`src/rtl/triangle_setup_pkg.sv`:
```
// Shared types and constants for the triangle setup stage.
package triangle_setup_pkg;

  localparam int DATAWIDTH = 12;
  localparam int AREA_W    = 2 * DATAWIDTH + 3;
  localparam int SCREEN_W  = 320;
  localparam int SCREEN_H  = 320;

  // Screen-space vertex: x,y signed integer pixels, z unsigned Q0.12 depth.
  typedef struct packed {
    logic [DATAWIDTH-1:0] x;
    logic [DATAWIDTH-1:0] y;
    logic [DATAWIDTH-1:0] z;
  } vertex_t;

  // Edge function E(x,y) = a*x + b*y + c; all fields two's complement.
  typedef struct packed {
    logic [DATAWIDTH:0]   a;
    logic [DATAWIDTH:0]   b;
    logic [2*DATAWIDTH:0] c;
  } edge_coeff_t;

  typedef enum logic [2:0] {
    ST_IDLE = 3'd0,
    ST_EDGE = 3'd1,
    ST_AREA = 3'd2,
    ST_CULL = 3'd3,
    ST_OUT  = 3'd4
  } setup_state_t;

  // Clamp a signed coordinate into [0, hi]; result is an unsigned pixel index.
  function automatic logic [DATAWIDTH-1:0] clamp_coord(input logic signed [DATAWIDTH-1:0] v,
                                                       input int hi);
    logic [DATAWIDTH-1:0] r;
    if (v[DATAWIDTH-1]) r = '0;
    else if (int'(v) > hi) r = DATAWIDTH'(hi);
    else r = v;
    return r;
  endfunction

endpackage

```
`src/rtl/triangle_setup_if.sv`:
```
// Triangle-in / setup-record-out bus of the triangle setup stage.
//
// Handshakes:
//  - Input side is a pulse protocol: i_triangle_dv is high for one cycle per
//    triangle, i_triangle_last qualifies it. o_ready is advisory (skid empty);
//    a triangle arriving while the skid is full is dropped and o_overflow sets.
//  - Output side is strict valid/ready: once o_dv rises, every record field is
//    held stable until the cycle where o_dv & i_ready are both high, which is
//    the transfer cycle. o_dv never drops without a transfer (except on reset).
interface triangle_setup_if;
  import triangle_setup_pkg::*;

  vertex_t                    i_v0;
  vertex_t                    i_v1;
  vertex_t                    i_v2;
  logic                       i_triangle_dv;
  logic                       i_triangle_last;
  logic                       o_ready;

  logic signed [DATAWIDTH:0]   o_edge_a [3];
  logic signed [DATAWIDTH:0]   o_edge_b [3];
  logic signed [2*DATAWIDTH:0] o_edge_c [3];
  logic signed [AREA_W-1:0]    o_area2;
  logic [DATAWIDTH-1:0]        o_bb_min [2];
  logic [DATAWIDTH-1:0]        o_bb_max [2];
  logic [DATAWIDTH-1:0]        o_z      [3];
  logic                        o_dv;
  logic                        o_last;
  logic                        o_empty;
  logic                        i_ready;
  logic                        o_overflow;

  // Setup stage side.
  modport slave (
    input  i_v0, i_v1, i_v2, i_triangle_dv, i_triangle_last, i_ready,
    output o_ready, o_edge_a, o_edge_b, o_edge_c, o_area2, o_bb_min, o_bb_max,
           o_z, o_dv, o_last, o_empty, o_overflow
  );

  // Environment side: produces triangles, consumes records.
  modport master (
    output i_v0, i_v1, i_v2, i_triangle_dv, i_triangle_last, i_ready,
    input  o_ready, o_edge_a, o_edge_b, o_edge_c, o_area2, o_bb_min, o_bb_max,
           o_z, o_dv, o_last, o_empty, o_overflow
  );
endinterface

```
`src/rtl/triangle_setup_edge.sv`:
```
// One triangle edge (vi -> vj): registers A = yi-yj, B = xj-xi,
// C = xi*yj - xj*yi at full precision when enabled.
module triangle_setup_edge
  import triangle_setup_pkg::*;
(
  input  logic                 clk,
  input  logic                 rstn,
  input  logic                 en,
  input  logic [DATAWIDTH-1:0] xi,
  input  logic [DATAWIDTH-1:0] yi,
  input  logic [DATAWIDTH-1:0] xj,
  input  logic [DATAWIDTH-1:0] yj,
  output edge_coeff_t          coeff
);

  logic [DATAWIDTH:0]     a_d;
  logic [DATAWIDTH:0]     b_d;
  logic [2*DATAWIDTH-1:0] xi_e, yi_e, xj_e, yj_e;
  logic [2*DATAWIDTH-1:0] p_ij, p_ji;
  logic [2*DATAWIDTH:0]   c_d;

  // Sign-extend operands explicitly so every product and difference is exact.
  always_comb begin
    a_d  = {yi[DATAWIDTH-1], yi} - {yj[DATAWIDTH-1], yj};
    b_d  = {xj[DATAWIDTH-1], xj} - {xi[DATAWIDTH-1], xi};
    xi_e = {{DATAWIDTH{xi[DATAWIDTH-1]}}, xi};
    yi_e = {{DATAWIDTH{yi[DATAWIDTH-1]}}, yi};
    xj_e = {{DATAWIDTH{xj[DATAWIDTH-1]}}, xj};
    yj_e = {{DATAWIDTH{yj[DATAWIDTH-1]}}, yj};
    p_ij = xi_e * yj_e;
    p_ji = xj_e * yi_e;
    c_d  = {p_ij[2*DATAWIDTH-1], p_ij} - {p_ji[2*DATAWIDTH-1], p_ji};
  end

  // Capture the coefficients in the EDGE step.
  always_ff @(posedge clk) begin
    if (!rstn) coeff <= '0;
    else if (en) coeff <= '{a: a_d, b: b_d, c: c_d};
  end

endmodule

```
`src/rtl/triangle_setup.sv`:
```
// Triangle setup: edge functions, twice-signed area and clamped bounding box,
// with culling, a one-entry input skid and a valid/ready record output.
module triangle_setup
  import triangle_setup_pkg::*;
#(
  parameter int SCREEN_WIDTH  = SCREEN_W,
  parameter int SCREEN_HEIGHT = SCREEN_H,
  parameter bit CULL_BACKFACE = 1'b1
) (
  input  logic          clk,
  input  logic          rstn,
  triangle_setup_if.slave bus,
  output setup_state_t  dbg_state
);

  setup_state_t state, state_nxt;

  vertex_t     in_v  [3];
  vertex_t     w_v   [3];
  vertex_t     s_v   [3];
  logic        w_last, s_last, s_full, overflow;
  edge_coeff_t coeff [3];

  logic signed [DATAWIDTH-1:0] xs [3];
  logic signed [DATAWIDTH-1:0] ys [3];
  logic signed [DATAWIDTH-1:0] xmin_d, xmax_d, ymin_d, ymax_d;
  logic signed [DATAWIDTH-1:0] xmin, xmax, ymin, ymax;
  logic [AREA_W-1:0]           area_d;
  logic [AREA_W-1:0]           area2;
  logic [DATAWIDTH-1:0]        bb_lo_x, bb_lo_y, bb_hi_x, bb_hi_y;
  logic                        offscreen;

  logic cull, neg, emit, leave, load_in, load_skid, store_skid, drop;

  // Gather the three input vertices for indexed access.
  always_comb begin
    in_v[0] = bus.i_v0;
    in_v[1] = bus.i_v1;
    in_v[2] = bus.i_v2;
  end

  // Cull decision and FSM next-state; 'leave' marks a cycle that frees the work register.
  always_comb begin
    cull      = (area2 == '0) || (CULL_BACKFACE && area2[AREA_W-1]) || offscreen;
    neg       = area2[AREA_W-1];
    emit      = 1'b0;
    leave     = 1'b0;
    state_nxt = state;
    case (state)
      ST_IDLE: if (s_full || bus.i_triangle_dv) state_nxt = ST_EDGE;
      ST_EDGE: state_nxt = ST_AREA;
      ST_AREA: state_nxt = ST_CULL;
      ST_CULL: begin
        if (!cull || w_last) begin
          emit      = 1'b1;
          state_nxt = ST_OUT;
        end else begin
          leave     = 1'b1;
          state_nxt = s_full ? ST_EDGE : ST_IDLE;
        end
      end
      ST_OUT: begin
        if (bus.i_ready) begin
          leave     = 1'b1;
          state_nxt = s_full ? ST_EDGE : ST_IDLE;
        end
      end
      default: state_nxt = ST_IDLE;
    endcase
    load_skid  = s_full && ((state == ST_IDLE) || leave);
    load_in    = (state == ST_IDLE) && !s_full && bus.i_triangle_dv;
    store_skid = bus.i_triangle_dv && !load_in && (!s_full || load_skid);
    drop       = bus.i_triangle_dv && !load_in && s_full && !load_skid;
  end

  // State register.
  always_ff @(posedge clk) begin
    if (!rstn) state <= ST_IDLE;
    else       state <= state_nxt;
  end

  // Work register: fed straight from the input when idle, otherwise from the skid.
  always_ff @(posedge clk) begin
    if (!rstn) begin
      for (int k = 0; k < 3; k++) w_v[k] <= '0;
      w_last <= 1'b0;
    end else if (load_in) begin
      for (int k = 0; k < 3; k++) w_v[k] <= in_v[k];
      w_last <= bus.i_triangle_last;
    end else if (load_skid) begin
      for (int k = 0; k < 3; k++) w_v[k] <= s_v[k];
      w_last <= s_last;
    end
  end

  // One-entry skid; a triangle arriving as the skid drains takes the freed slot.
  always_ff @(posedge clk) begin
    if (!rstn) begin
      for (int k = 0; k < 3; k++) s_v[k] <= '0;
      s_last   <= 1'b0;
      s_full   <= 1'b0;
      overflow <= 1'b0;
    end else begin
      if (store_skid) begin
        for (int k = 0; k < 3; k++) s_v[k] <= in_v[k];
        s_last <= bus.i_triangle_last;
        s_full <= 1'b1;
      end else if (load_skid) begin
        s_full <= 1'b0;
      end
      if (drop) overflow <= 1'b1;
    end
  end

  // Edge coefficient units for edges 01, 12 and 20.
  triangle_setup_edge u_edge01 (
    .clk(clk), .rstn(rstn), .en(state == ST_EDGE),
    .xi(w_v[0].x), .yi(w_v[0].y), .xj(w_v[1].x), .yj(w_v[1].y), .coeff(coeff[0])
  );
  triangle_setup_edge u_edge12 (
    .clk(clk), .rstn(rstn), .en(state == ST_EDGE),
    .xi(w_v[1].x), .yi(w_v[1].y), .xj(w_v[2].x), .yj(w_v[2].y), .coeff(coeff[1])
  );
  triangle_setup_edge u_edge20 (
    .clk(clk), .rstn(rstn), .en(state == ST_EDGE),
    .xi(w_v[2].x), .yi(w_v[2].y), .xj(w_v[0].x), .yj(w_v[0].y), .coeff(coeff[2])
  );

  // Signed extents of the work triangle and the sum of the edge constants.
  always_comb begin
    for (int k = 0; k < 3; k++) begin
      xs[k] = $signed(w_v[k].x);
      ys[k] = $signed(w_v[k].y);
    end
    xmin_d = xs[0];
    xmax_d = xs[0];
    ymin_d = ys[0];
    ymax_d = ys[0];
    for (int k = 1; k < 3; k++) begin
      if (xs[k] < xmin_d) xmin_d = xs[k];
      if (xs[k] > xmax_d) xmax_d = xs[k];
      if (ys[k] < ymin_d) ymin_d = ys[k];
      if (ys[k] > ymax_d) ymax_d = ys[k];
    end
    area_d = '0;
    for (int k = 0; k < 3; k++)
      area_d = area_d + {{2{coeff[k].c[2*DATAWIDTH]}}, coeff[k].c};
  end

  // EDGE: raw extents. AREA: area, clamped box and the off-screen test.
  always_ff @(posedge clk) begin
    if (!rstn) begin
      xmin <= '0; xmax <= '0; ymin <= '0; ymax <= '0;
      area2 <= '0;
      bb_lo_x <= '0; bb_lo_y <= '0; bb_hi_x <= '0; bb_hi_y <= '0;
      offscreen <= 1'b0;
    end else if (state == ST_EDGE) begin
      xmin <= xmin_d; xmax <= xmax_d; ymin <= ymin_d; ymax <= ymax_d;
    end else if (state == ST_AREA) begin
      area2     <= area_d;
      bb_lo_x   <= clamp_coord(xmin, SCREEN_WIDTH - 1);
      bb_lo_y   <= clamp_coord(ymin, SCREEN_HEIGHT - 1);
      bb_hi_x   <= clamp_coord(xmax, SCREEN_WIDTH - 1);
      bb_hi_y   <= clamp_coord(ymax, SCREEN_HEIGHT - 1);
      offscreen <= (xmax < 0) || (int'(xmin) >= SCREEN_WIDTH) ||
                   (ymax < 0) || (int'(ymin) >= SCREEN_HEIGHT);
    end
  end

  // Record register: loaded once per emitted record, normalised to positive area;
  // a culled last triangle becomes an empty record.
  always_ff @(posedge clk) begin
    if (!rstn) begin
      for (int k = 0; k < 3; k++) begin
        bus.o_edge_a[k] <= '0;
        bus.o_edge_b[k] <= '0;
        bus.o_edge_c[k] <= '0;
        bus.o_z[k]      <= '0;
      end
      for (int k = 0; k < 2; k++) begin
        bus.o_bb_min[k] <= '0;
        bus.o_bb_max[k] <= '0;
      end
      bus.o_area2 <= '0;
      bus.o_last  <= 1'b0;
      bus.o_empty <= 1'b0;
    end else if (emit) begin
      for (int k = 0; k < 3; k++) begin
        if (cull) begin
          bus.o_edge_a[k] <= '0;
          bus.o_edge_b[k] <= '0;
          bus.o_edge_c[k] <= '0;
          bus.o_z[k]      <= '0;
        end else begin
          bus.o_edge_a[k] <= neg ? ('0 - coeff[k].a) : coeff[k].a;
          bus.o_edge_b[k] <= neg ? ('0 - coeff[k].b) : coeff[k].b;
          bus.o_edge_c[k] <= neg ? ('0 - coeff[k].c) : coeff[k].c;
          bus.o_z[k]      <= w_v[k].z;
        end
      end
      bus.o_area2     <= cull ? '0 : (neg ? ('0 - area2) : area2);
      bus.o_bb_min[0] <= cull ? '0 : bb_lo_x;
      bus.o_bb_min[1] <= cull ? '0 : bb_lo_y;
      bus.o_bb_max[0] <= cull ? '0 : bb_hi_x;
      bus.o_bb_max[1] <= cull ? '0 : bb_hi_y;
      bus.o_last      <= w_last;
      bus.o_empty     <= cull;
    end
  end

  assign bus.o_dv       = (state == ST_OUT);
  assign bus.o_ready    = !s_full;
  assign bus.o_overflow = overflow;
  assign dbg_state      = state;

endmodule

```
`src/flat_wrapper.sv`:
```
// flat-port wrapper written by rule: the top's interface ports become plain ports
module triangle_setup_flat import triangle_setup_pkg::*;
#(
  parameter int SCREEN_WIDTH  = SCREEN_W,
  parameter int SCREEN_HEIGHT = SCREEN_H,
  parameter bit CULL_BACKFACE = 1'b1
)
  (clk, rstn, dbg_state, bus_i_v0, bus_i_v1, bus_i_v2, bus_i_triangle_dv, bus_i_triangle_last, bus_i_ready, bus_o_ready, bus_o_edge_a, bus_o_edge_b, bus_o_edge_c, bus_o_area2, bus_o_bb_min, bus_o_bb_max, bus_o_z, bus_o_dv, bus_o_last, bus_o_empty, bus_o_overflow);
  triangle_setup_if bus_i ();
  input  logic clk;
  input  logic rstn;
  output setup_state_t dbg_state;
  input wire logic [$bits(bus_i.i_v0)-1:0] bus_i_v0;
  input wire logic [$bits(bus_i.i_v1)-1:0] bus_i_v1;
  input wire logic [$bits(bus_i.i_v2)-1:0] bus_i_v2;
  input wire logic [$bits(bus_i.i_triangle_dv)-1:0] bus_i_triangle_dv;
  input wire logic [$bits(bus_i.i_triangle_last)-1:0] bus_i_triangle_last;
  input wire logic [$bits(bus_i.i_ready)-1:0] bus_i_ready;
  output wire logic [$bits(bus_i.o_ready)-1:0] bus_o_ready;
  output wire logic [$bits(bus_i.o_edge_a)-1:0] bus_o_edge_a;
  output wire logic [$bits(bus_i.o_edge_b)-1:0] bus_o_edge_b;
  output wire logic [$bits(bus_i.o_edge_c)-1:0] bus_o_edge_c;
  output wire logic [$bits(bus_i.o_area2)-1:0] bus_o_area2;
  output wire logic [$bits(bus_i.o_bb_min)-1:0] bus_o_bb_min;
  output wire logic [$bits(bus_i.o_bb_max)-1:0] bus_o_bb_max;
  output wire logic [$bits(bus_i.o_z)-1:0] bus_o_z;
  output wire logic [$bits(bus_i.o_dv)-1:0] bus_o_dv;
  output wire logic [$bits(bus_i.o_last)-1:0] bus_o_last;
  output wire logic [$bits(bus_i.o_empty)-1:0] bus_o_empty;
  output wire logic [$bits(bus_i.o_overflow)-1:0] bus_o_overflow;
  assign bus_i.i_v0 = bus_i_v0;
  assign bus_i.i_v1 = bus_i_v1;
  assign bus_i.i_v2 = bus_i_v2;
  assign bus_i.i_triangle_dv = bus_i_triangle_dv;
  assign bus_i.i_triangle_last = bus_i_triangle_last;
  assign bus_i.i_ready = bus_i_ready;
  assign bus_o_ready = bus_i.o_ready;
  assign bus_o_edge_a = {>>{bus_i.o_edge_a}};
  assign bus_o_edge_b = {>>{bus_i.o_edge_b}};
  assign bus_o_edge_c = {>>{bus_i.o_edge_c}};
  assign bus_o_area2 = bus_i.o_area2;
  assign bus_o_bb_min = {>>{bus_i.o_bb_min}};
  assign bus_o_bb_max = {>>{bus_i.o_bb_max}};
  assign bus_o_z = {>>{bus_i.o_z}};
  assign bus_o_dv = bus_i.o_dv;
  assign bus_o_last = bus_i.o_last;
  assign bus_o_empty = bus_i.o_empty;
  assign bus_o_overflow = bus_i.o_overflow;
  triangle_setup #(.SCREEN_WIDTH(SCREEN_WIDTH), .SCREEN_HEIGHT(SCREEN_HEIGHT), .CULL_BACKFACE(CULL_BACKFACE)) u_core (.clk(clk), .rstn(rstn), .bus(bus_i), .dbg_state(dbg_state));
endmodule
```
`config.mk`:
```
export PLATFORM = sky130hd
export DESIGN_NAME = triangle_setup_flat
export DESIGN_NICKNAME = d
export VERILOG_FILES = /design/src/rtl/triangle_setup_pkg.sv /design/src/rtl/triangle_setup_if.sv /design/src/rtl/triangle_setup_edge.sv /design/src/rtl/triangle_setup.sv /design/src/flat_wrapper.sv
export SDC_FILE = /design/constraint.sdc
export NUM_CORES = 2
export LEC_CHECK = 0
export BUFFER_PORTS_ARGS = -buffer_cell sky130_fd_sc_hd__buf_4
export CAP_MARGIN = 30
export CORE_MARGIN = 2
export CORE_UTILIZATION = 65
export CTS_CLUSTER_DIAMETER = 50
export CTS_CLUSTER_SIZE = 16
export DETAILED_ROUTE_END_ITERATION = 12
export PLACE_DENSITY = 0.83
export SETUP_SLACK_MARGIN = 0.15
export SYNTH_ARGS = -nofsm -noshare
export SYNTH_HDL_FRONTEND = slang
export SYNTH_HIERARCHICAL = 1
export SYNTH_SLANG_ARGS = --single-unit
```
`constraint.sdc`:
```
create_clock -name clk -period 14 [get_ports clk]
set_input_delay 2.8 -clock clk [delete_from_list [all_inputs] [get_ports clk]]
set_output_delay 2.8 -clock clk [all_outputs]
set_load 0.03 [all_outputs]
```
-- Yosys cells after proc, flatten, opt, wreduce, memory -nomap -nowiden
Memory sizes are Yosys's and may differ from the RTL's.
Index checks and enable logic that the tools add are counted.
- equality and inequality tests: 6
- multipliers: 6
- muxes and demuxes: 77
- reduce and logical (&&, ||, !) cells: 26
- $lt $le $gt $ge: 16
- bitwise gates (word level): 10
- $add $sub $neg: 21
- operators by type and width (cell ; count):
    $mux W36 ; 9
    $mux W12 ; 15
    $mux W13 ; 12
    $mux W25 ; 6
    $mul A12 B12 Y24 ; 6
    $mux W11 ; 8
    $sub A1 B13 Y13 const A ; 6
    $sub A12 B12 Y13 ; 6
    $sub A1 B25 Y25 const A ; 3
    $sub A24 B24 Y25 ; 3
    $mux W27 ; 2
    $gt A12 B10 Y1 const B ; 4
    $gt A12 B12 Y1 ; 4
    $lt A12 B12 Y1 ; 4
    $add A27 B27 Y27 ; 1
    $logic_not A27 Y1 ; 1
    $sub A1 B27 Y27 const A ; 1
    $add A25 B25 Y26 ; 1
    $ge A12 B10 Y1 const B ; 2
    $lt A12 B1 Y1 const B ; 2
    $mux W1 ; 20
    $pmux W3 S5 ; 1
    $logic_or A1 B1 Y1 ; 9
    $mux W3 ; 3
    13 further kinds ; 33
- memories kept: 2
- RAM bits: 216
- flip-flop bits (word level): 550
- bits of input ports: 113
- logic and storage cells: 207
- memory list (memory ; depth ; width ; rd ports ; clocked after memory_dff ; write ports ; line ; source):
    u_core.s_v ; 3 ; 36 ; 3 ; 0 ; 3 ; triangle_setup.sv:20 ; vertex_t s_v [3];
    u_core.w_v ; 3 ; 36 ; 3 ; 0 ; 3 ; triangle_setup.sv:19 ; vertex_t w_v [3];

-- Depth between registers and ports, before layout
- depth in word-level cells: 15
- gate-level depth with buffers: 28
- depth with buffers taken out: 26

-- Modules after synthesis
Netlist, hierarchy kept.
- modules (own cells, without submodules) (module ; area each (sq um) ; cells each ; times used):
    triangle_setup ; 27750.4 ; 2863 ; 1
    triangle_setup_edge (u_core.u_edge20) ; 14581.5 ; 1629 ; 1
    triangle_setup_edge (u_core.u_edge01) ; 14533.9 ; 1608 ; 1
    triangle_setup_edge (u_core.u_edge12) ; 14457.6 ; 1612 ; 1

-- Worst setup path before layout
OpenSTA, ideal clock, no wires.
- path type: input to register
- from: input rstn
- to: memory u_core/w_v[0][0] (netlist name), enable pin
- stages on the path: 4
- buffers on the path: 3
- slack: 6.696 ns
- library setup time: 1.248 ns
- arrival: 6.055 ns
- path through: clkbuf_1 clkbuf_1 clkbuf_1 nand3_1
- RTL lines (what ; line ; source):
    start: declaration ; flat_wrapper.sv:11 ; input logic rstn;
    end: declaration ; triangle_setup.sv:19 ;

==> results.toml <==
[die]
design.portCount = 385
core_sq_mm = 0.109
initial_core_util = 0.655
row_count = 121
chipWidth_um = 335
die_area_sq_mm = 0.112
chipHeight_um = 335

[timing]
hold_violations = 0
worstMarginPinSlew_ns = 1.06
skew_ns = 0.0472
min_period_ns = 7.94
maxSlewHeadroom = 0.294
final-setup-viol-count = 0
worst_slack_ns = 6.06
fin_tns_setup_ns = 0
max_freq_ghz = 0.126
drv_slew = 0
rsz0062_at_grt = "false"
period_share = 0.567

[clock_tree]
root_buffer = "clkbuf_16"
clk_pin_slew_ns = 0.07
clock_path_buffers = 3
h-tree-depth = 3
worst_skew_pair.late_latency_ns = 0.69
cts_tree = "done"
cts_hold_buffers = 0
cts_buffers = 85
cts_resized = 0
cts_sinks = 758
cts_setup_buffers = 0

[critical_path]
r2r_slack_ns = 6.06
critical_path_class = "flip-flop to flip-flop"
ff2ff_path_depth = 24
r2r_start = "u_core/w_v[0][84]"
end_kind = "flip-flop"
cp.required_ns = 14.61
cp_max_fo = 28
cp.arrival_ns = 8.55
reg2reg_to = "u_core/u_edge20/coeff[24]"
cp-startpoint = "u_core/w_v[0][84]"
crit_path_start_kind = "flip-flop"

[detailed_routing]
postRouteAntennaNets = 0
num_vias = 58600
drt-initial-drc-count = 6800
routedWlPerCell_um = 25.3
via_per_inst = 6.22
dr.pass1.iters = 8
drt_wl_total_mm = 239
drc = 0

[global_routing]
antenna_found_initial = 9
grt_usage = 0.423
grt_max_degree = 173
grt_pass1_wl_mm = 354
grt_overflow = 0
grt_pass1_vias = 58200

[synth]
synth_area_per_cell_sq_um = 9.25
synthTopCellsByArea = "fa_1, dfxtp_1, edfxtp_1"
ys_types = 92
synth_cells = 7712
yosysWarningCount = 6
synth_top_area_frac = 0.285
synthFlopType = "dfxtp_1"
ys_ff_latch = 758
async_reset_ff_frac = 0
synth_edf_count = 216
synthesis.area_sq_mm = 0.0713
yosys.area.top_type = "fa_1"
yosysSeqAreaShare = 0.243

[placed_design]
gp_congestion = 1.05
dp_hpwl_mm = 175
pre_cts_slack_ns = 6.31
numPortBuffers = 380

[layout]
drive_gt1_frac = 0.0868
nNetsFinal = 9546
area_growth_pct = 10.1

[min_path]
min_path_cells = 2
hold_end = "u_core/bus.o_bb_min[0]"
hp-start = "u_core/bb_lo_y[0]"
hold_class = "flip-flop to flip-flop"

[run_status]
status = "completed"

[flow_run]
maxCapViolCount = 0
[sequential cells by signal, summed over array words and instances, names as in the netlist, 36 cells and up]
register and count:
u_core/bus.o_z 36, u_core/s_v 108, u_core/u_edge20/coeff 51, u_core/bus.o_edge_c 75, u_core/u_edge12/coeff 51, u_core/u_edge01/coeff 51, u_core/bus.o_edge_a 39, u_core/bus.o_edge_b 39
u_core/w_v 108
[worst max-delay path by stage]
stage	end	slack, ns	cells after the start
after detailed placement	u_core/u_edge20/coeff[24]	6.31	24
after global placement	u_core/u_edge01/coeff[23]	6.20	23
after floorplan	u_core/w_v[0][0]	6.70	4
final	u_core/u_edge20/coeff[24]	6.06	24
after CTS	u_core/u_edge20/coeff[24]	6.26	24
after global routing	u_core/u_edge20/coeff[24]	5.87	24
[layout by cell type, fill, tap and decap left out, drive strengths merged, types with 20 or more instances in the layout]
master,instances
nor2,498
or3,21
xnor2,123
nand3,340
buf,499
and3,150
dfxtp,542
fa,1016
a22o,145
nor2b,90
o21ai,167
a21o,51
nor3,98
nand2,715
o21a,39
ha,483
edfxtp,216
inv,1360
mux2i,98
a211oi,49
nand4,46
o211ai,22
and2,287
nand2b,36
nor4,22
o311ai,40
xor2,51
a21boi,20
clkinv,46
a21oi,423
clkbuf,105
[synth_stat cells (150+ instances only)]
master	count
and2_1	286
and3_1	150
nor2_1	496
a21oi_1	421
nand3_1	340
fa_1	1016
nand2_1	715
inv_1	1333
clkbuf_1	302
edfxtp_1	216
dfxtp_1	542
ha_1	483
[worst max-delay path, cell delays in order, from the launching register on]
cell and delay (ns):
edfxtp_1 0.35, buf_4 0.38, inv_1 0.27, nor2_1 0.40, inv_1 0.38, fa_1 0.60
inv_1 0.07, fa_1 0.53, inv_1 0.06, fa_1 0.50, fa_1 0.61, fa_1 0.45
fa_1 0.49, inv_1 0.05, fa_1 0.47, inv_1 0.05, ha_1 0.35, a21oi_1 0.24
o21ai_0 0.20, a21oi_4 0.21, a211oi_2 0.11, o31a_1 0.33, o21a_1 0.19, or4_1 0.47
nand3_1 0.09
[routing by layer]
metal | share of wire | GRT usage | up-vias
li1 | - | - | 25300
met1 | 0.38 | 0.565 | 28600
met2 | 0.42 | 0.606 | 3889
met3 | 0.14 | 0.145 | 781
met4 | 0.062 | 0.226 | 6
met5 | 0.00016 | 0 | -
[kinds of logic (layout without fill, tap and decap cells)]
| family | Yosys count | count (layout) | synth area share |
|---|---|---|---|
| buffers and inverters | 1732 | 2016 | 0.0928 |
| adders and majority gates | 1499 | 1499 | 0.370 |
| xor gates and xnor gates | 174 | 174 | 0.0214 |
| muxes | 102 | 102 | 0.0144 |
| other | 1 | 5 | 0.0000526 |
| AOI/OAI and AO/OA | 1087 | 1087 | 0.0998 |
| DFF | 758 | 758 | 0.243 |
| and+or+nand+nor | 2359 | 2359 | 0.159 |
[metrics by stage]
stage               cells  instance area, sq um  hold slack, ns   util
floorplan            7715                 71300           0.425      -
global placement     9251                 75400           0.438  0.693
detailed placement   9256                 75500           0.441  0.694
CTS                  9408                 78400           0.455  0.721
global route         9413                 78600           0.468  0.722
finish               9414                 78600           0.451  0.722
[area by class of cell]
class	count	area [sq um]
fill	8296	30300
clock buffer	105	2290
sequential	758	17300
multi-input combinational	5225	47500
clock inverter	47	607
timing repair buffer	499	3950
antenna	1	2.50
inverter	1365	5140
tap	1414	1770
Power is left out: the tool's default activity adds up to more than one toggle a clock period on the data nets, which glitch-free logic cannot reach.
